### src/rtl/pc_sequencer_rv32i.sv
`default_nettype none
// ============================================================================
// pc_sequencer_rv32i : multi-cycle fetch / next-PC controller for the RV32I core
// Optional feature macro: PCSEQ_MISALIGN_TRAP_EN (trap on misaligned next PC)
// Revision: 1.0
// ============================================================================
module pc_sequencer_rv32i #(
    parameter logic [31:0] RESET_PC = 32'h0000_0000,
    parameter int          TIMEOUT  = 16,
    parameter int          WCNT_W   = 8
) (
    input  logic              clk,
    input  logic              rst_n,
    output logic              imem_req,
    output logic [31:0]       imem_addr,
    input  logic              imem_ack,
    input  logic [31:0]       imem_rdata,
    output logic              instr_valid,
    output logic [31:0]       instr,
    output logic [31:0]       pc,
    output logic [31:0]       pc_plus4,
    input  logic              instr_ready,
    input  logic [31:0]       PC_in,
    input  logic              hold,
    output logic              fetch_err,
    output logic [1:0]        err_code,
    output logic [WCNT_W-1:0] wait_cnt
);

    localparam int                TMO_W    = $clog2(TIMEOUT);
    localparam logic [TMO_W-1:0]  TMO_LAST = TMO_W'(TIMEOUT - 1);
    localparam logic [WCNT_W-1:0] WCNT_MAX = '1;

    typedef enum logic [1:0] {
        S_BOOT  = 2'd0,
        S_FETCH = 2'd1,
        S_ISSUE = 2'd2,
        S_ERR   = 2'd3
    } state_t;

    state_t            r_state;
    logic [TMO_W-1:0]  r_tmo;
    logic [31:0]       r_pc;
    logic [31:0]       r_instr;
    logic              r_req;
    logic              r_valid;
    logic              r_err;
    logic [1:0]        r_code;
    logic [WCNT_W-1:0] r_wcnt;

    logic w_retire;
    assign w_retire = (r_state == S_ISSUE) && instr_ready && !hold;

    always_ff @(posedge clk or negedge rst_n) begin
        if (!rst_n) begin
            r_state <= S_BOOT;
            r_tmo   <= '0;
            r_pc    <= RESET_PC;
            r_instr <= '0;
            r_req   <= 1'b0;
            r_valid <= 1'b0;
            r_err   <= 1'b0;
            r_code  <= 2'b00;
            r_wcnt  <= '0;
        end else begin
            case (r_state)
                S_BOOT: begin
                    if (!hold) begin
                        r_state <= S_FETCH;
                        r_req   <= 1'b1;
                    end
                end
                S_FETCH: begin
                    // An ack on the last allowed cycle still completes the fetch.
                    if (imem_ack) begin
                        r_instr <= imem_rdata;
                        r_tmo   <= '0;
                        r_state <= S_ISSUE;
                        r_req   <= 1'b0;
                        r_valid <= 1'b1;
                    end else begin
                        if (r_wcnt != WCNT_MAX) begin
                            r_wcnt <= r_wcnt + WCNT_W'(1);
                        end
                        if (r_tmo == TMO_LAST) begin
                            r_state <= S_ERR;
                            r_req   <= 1'b0;
                            r_err   <= 1'b1;
                            r_code  <= 2'b01;
                        end else begin
                            r_tmo <= r_tmo + TMO_W'(1);
                        end
                    end
                end
                S_ISSUE: begin
                    if (w_retire) begin
`ifdef PCSEQ_MISALIGN_TRAP_EN
                        if (PC_in[1:0] != 2'b00) begin
                            r_state <= S_ERR;
                            r_valid <= 1'b0;
                            r_err   <= 1'b1;
                            r_code  <= 2'b10;
                        end else begin
                            r_pc    <= PC_in;
                            r_state <= S_FETCH;
                            r_valid <= 1'b0;
                            r_req   <= 1'b1;
                        end
`else
                        r_pc    <= PC_in & ~32'h3;
                        r_state <= S_FETCH;
                        r_valid <= 1'b0;
                        r_req   <= 1'b1;
`endif
                    end
                end
                S_ERR: begin
                    r_req   <= 1'b0;
                    r_valid <= 1'b0;
                end
            endcase
        end
    end

    assign imem_req    = r_req;
    assign imem_addr   = r_pc;
    assign pc          = r_pc;
    assign pc_plus4    = r_pc + 32'd4;
    assign instr       = r_instr;
    assign instr_valid = r_valid;
    assign fetch_err   = r_err;
    assign err_code    = r_code;
    assign wait_cnt    = r_wcnt;

endmodule
`default_nettype wire

### config.mk
export PLATFORM = sky130hd
export DESIGN_NAME = pc_sequencer_rv32i
export DESIGN_NICKNAME = d
export VERILOG_FILES = /design/src/rtl/pc_sequencer_rv32i.sv
export SDC_FILE = /design/constraint.sdc
export NUM_CORES = 1
export LEC_CHECK = 0
export ABC_AREA = 1
export BUFFER_PORTS_ARGS = -buffer_cell sky130_fd_sc_hd__buf_2
export CORE_UTILIZATION = 47
export DETAILED_ROUTE_END_ITERATION = 8
export PLACE_DENSITY = 0.88
export SYNTH_ARGS = -nofsm -noshare
export SYNTH_HDL_FRONTEND = slang
export SYNTH_SLANG_ARGS = --single-unit
### constraint.sdc
create_clock -name clk -period 2.05 [get_ports clk]
set_clock_uncertainty 0.2 [all_clocks]
set_input_delay 0.1025 -clock clk [delete_from_list [all_inputs] [get_ports clk]]
set_output_delay 0.1025 -clock clk [all_outputs]
set_load 0.1 [all_outputs]
# [Word level (Yosys, flattened, before mapping)]
# Cells that the tools add are included.
[op_classes] add_sub_neg=3 n_eq_ne=10 mux=15 bitwise_logic=1 n_reduce_logical=14
[ops] op="$add 32x3->32 const B" count=1
[ops] op="$reduce_and 3->1" count=4
[ops] op="$add 8x1->8 const B" count=1
[ops] op="$mux 2" count=4
[ops] op="$mux 4" count=2
[ops] op="$ne 2x2->1 const B" count=4
[ops] op="$ne 8x8->1 const B" count=1
[ops] op="$mux 1" count=6
[ops] op="$pmux 2 s3" count=1
[ops] op="$reduce_and 2->1" count=3
[ops] op="$reduce_bool 3->1" count=2
[ops] op="$add 4x1->4 const B" count=1
[ops] op="$eq 2x2->1 const B" count=2
[ops] op="$eq 4x4->1 const B" count=1
[ops] op="$pmux 1 s4" count=1
[ops] op="$reduce_and 4->1" count=1
[ops] op="$ne 3x3->1 const B" count=1
[ops] op="$pmux 1 s3" count=1
[ops] op="$eq 2x1->1 const B" count=1
[ops] op="$logic_and 1x1->1" count=2
[ops] op="$logic_not 2->1" count=1
[ops] op="$logic_not 1->1" count=1
[ops] op="$not 1->1" count=1
[word_totals] register_bits=79 out_inout_bits=141 wordCells=51

# [Logic depth before layout (Yosys ltp)]
[depth] ltp_word=5 ltp_mapped=8 depth_no_buf=8

# [Worst setup path after synthesis]
# OpenSTA, ideal clock, no wires.
[synth_path] path_kind="register to output" startpoint="reg r_pc[2] (netlist: imem_addr[2])" endpoint="out pc_plus4[9]" arrival_time_ns=3.685 required_time_ns=1.747 setup_slack_ns=-1.937 path_stages_with_launch=5 cell_sequence="dfrtp_1 > inv_1 > nor2_2 > nand2_2 > xnor2_1"
[synth_via] elab_chain_cells=1
[synth_lines] item="from (decl)" line="43" rtl="logic [31:0] r_pc;"
[synth_lines] item="from (signal assigned)" line="110" rtl="r_pc <= PC_in & ~32'h3;"
[synth_lines] item="$add 32x3->32" line="128" rtl="assign pc_plus4 = r_pc + 32'd4;"
[synth_lines] item="to (decl)" line="21" rtl="output logic [31:0] pc_plus4,"
# No other way between the ends.

# [Worst setup path in the final report]
[layout_path] startpoint="reg r_pc[4] (netlist: imem_addr[4])" endpoint="out pc_plus4[27]"
# The elaborated chain is that of the path after synthesis.

==> flow_metrics.tcl <==
set metrics [dict create \
    p_total_uw 3190 \
    track_usage_pct 34.4 \
    grt_max_degree 42 \
    wl_per_cell_um 17.1 \
    worst_pin_slew_ns 0.622 \
    grt_overflow_total 0 \
    min_period_ns 2.25 \
    grt_pass1_wl_um 26100 \
    die_x_um 98.9 \
    synth_area_sq_um 4410 \
    die_y_um 98.9 \
    fin_cells 982 \
    postRouteWirelength_um 16800 \
    clk_latency_ns 0.35 \
    grt_antenna_before_repair 0 \
    dieArea_sq_um 9780 \
    synth.yosys.seq_area_share_pct 44.8 \
    design_area_sq_um 7540 \
    combPwrFrac_pct 8.8 \
    drt_first_pass_iters 5 \
    drtAntennaViolNets 0 \
    cp_max_fo 8 \
    p_switching_uw 799 \
    core_sq_um 8890 \
    viasPerCell 5.34 \
    clockRootBuffer "clkbuf_8" \
    violations "negative hold slack, negative setup slack" \
    io_pins 210 \
    swShare_pct 25.0 \
    dp_hpwl_um 9780 \
    vdd.ir_drop.worst_mv 0.456 \
    final_core_util_pct 84.9 \
    cts_tree "yes" \
    synthCells 596 \
    diodes 0 \
    slew_headroom_pct 58.4 \
    p_leak_uw 0.00401 \
    grt_pass1_vias 5332 \
    drt_iter0_markers 243 \
    start_util_pct 49.6 \
    regToRegSetupSlack_ns 0.29 \
    critPathRequiredTime_ns 1.75 \
    synth_warnings 0 \
    setup_slack_ns -0.200 \
    nets 941 \
    pwr-share-seq_pct 48.8 \
    gp_congestion 0.898 \
    yosys.cell_types.count 24 \
    synth_largest_area_cell "dfrtp_1" \
    critPathLaunchType "flip-flop" \
    clk_pin_slew_worst_paths_ns 0.08 \
    critPathArrivalTime_ns 1.95 \
    timing.fmax_mhz 444 \
    final_common_cell "nand2_1" \
    power_density_nw_per_um2 423 \
    drc_errors 0 \
    synth_top_cell_area_share_pct 44.8 \
    rsz0062_at_grt "true" \
    dp_cells 866 \
    hold_path_class "input pin to flip-flop" \
    status "finished, violations left" \
    synth_area_leaders "dfrtp_1, nand2_1, nand3_1, buf_4, nor2_1" \
    synth-seq-cells 79 \
    ctsHtreeMaxLevel 3 \
    cp-end-kind "output pin" \
    io_buffers 200 \
    synthToLayoutAreaGrowth_pct 71.1 \
    drive_gt1_share_pct 44.4 \
    vias 5245 \
    fin_hold_ws_ns -0.000660 \
    setup_viol 23 \
    cts_inserted_buffers 9 \
    final_cell_mix "nand2_1, buf_2, dlygate4sd3_1" \
    worst-setup-path-type "flip-flop to output pin" \
    p_clk_share_pct 42.4 \
    cts_buffer_depth 2 \
    cap_violations 0 \
    synth_area_per_cell_sq_um 7.40 \
    clock_sinks 79 \
    num_rows 34 \
    slew_viol_final 0 \
    hold_violations 1 \
    nFillCells 490 \
    period_share_pct 110 \
    p_int_uw 2390 \
    dpl_cell_area_sq_um 6170 \
]
metal layers:
metal	GRT usage [%]	wire length, um
met2	64.1	8800
met3	5.67	1190
met1	37.2	5850
met4	18.3	938
met5	0	0
per-stage QoR:
| step | hold slack, ns | setup slack [ns] | setup TNS [ns] |
|---|---|---|---|
| 2_1_floorplan | -0.393 | -0.629 | -8.14 |
| 3_3_place_gp | -0.0783 | 0.139 | 0 |
| 3_5_place_dp | -0.0697 | 0.0735 | 0 |
| 4_1_cts | 0.00604 | -0.152 | -1.48 |
| 5_1_grt | 0.0494 | -0.273 | -4.00 |
| 6_report | -0.000660 | -0.200 | -2.52 |
power by group through the flow:
stage / registers, uW / clock network, uW / logic, uW
finish: 1560 / 1350 / 282
global placement: 1590 / 0 / 172
CTS: 1560 / 1340 / 272
global route: 1560 / 1420 / 300
detailed placement: 1590 / 0 / 176
floorplan: 1590 / 0 / 82.4
final cells by class:
type / instances / area [sq um] / share of cell area [%]
clock inverter: 7 / 103 / 1.36
timing repair buffer: 312 / 2450 / 32.5
inverter: 29 / 115 / 1.53
sequential: 79 / 2040 / 27.0
clock buffer: 9 / 124 / 1.64
tap: 108 / 135 / 1.79
multi-input combinational: 438 / 2580 / 34.2
path summary, 6_finish.rpt:
kind,from,to,depth (start not counted)
worst max-delay path,imem_addr[4]$_DFFE_PN0P_,pc_plus4[27],9
worst max register to register,r_state[1]$_DFFE_PN0P_,instr[6]$_DFFE_PN0P_,6
worst min register to register,instr[26]$_DFFE_PN0P_,instr[26]$_DFFE_PN0P_,2
max in group asynchronous,rst_n,instr[22]$_DFFE_PN0P_,3
min in group asynchronous,rst_n,imem_addr[16]$_DFFE_PN0P_,2
worst min-delay path,instr_ready,r_state[1]$_DFFE_PN0P_,6
worst max-delay path: stages, from the launching register on:
cell and delay (ns):
dfrtp_4 0.55, nand2_4 0.09, nor2_2 0.12, nand2_1 0.08, nor2_1 0.20, buf_4 0.21, nand2_1 0.06, nand2_1 0.07
nand2_2 0.07, buf_12 0.16
flip-flops by register name, summed over array words and instances (netlist names):
signal,flops
instr,32
imem_addr,30
wait_cnt,8
r_tmo,4
r_state,2
fetch_err,1
imem_req,1
instr_valid,1
cell families after synthesis:
logic type,synth area share [%]
buf+inv,10.7
simple gates,37.0
fa+ha+maj,0.851
other cells,0.0850
flops,44.8
xor+xnor,4.17
compound gates,2.33
Yosys cell counts (all sizes together):
| cell type | count |
|---|---|
| xnor2 | 11 |
| nand4 | 1 |
| clkbuf | 9 |
| xor2 | 10 |
| inv | 29 |
| nor3 | 1 |
| ha | 3 |
| nand2 | 244 |
| dfrtp | 79 |
| o21bai | 1 |
| o21ai | 9 |
| a21oi | 10 |
| conb | 1 |
| nand3 | 70 |
| nand3b | 7 |
| buf | 47 |
| nor2 | 64 |
timing repair:
item / in CTS / in global routing
hold buffers: 65 / 0
resized for setup: 43 / 21
hold endpoints to repair: 146 / 0
buffers inserted: 26 / 9
setup endpoints to repair: 24 / 26
pin swaps: 30 / 15
No activity file was read; power rests on OpenSTA's default activity.
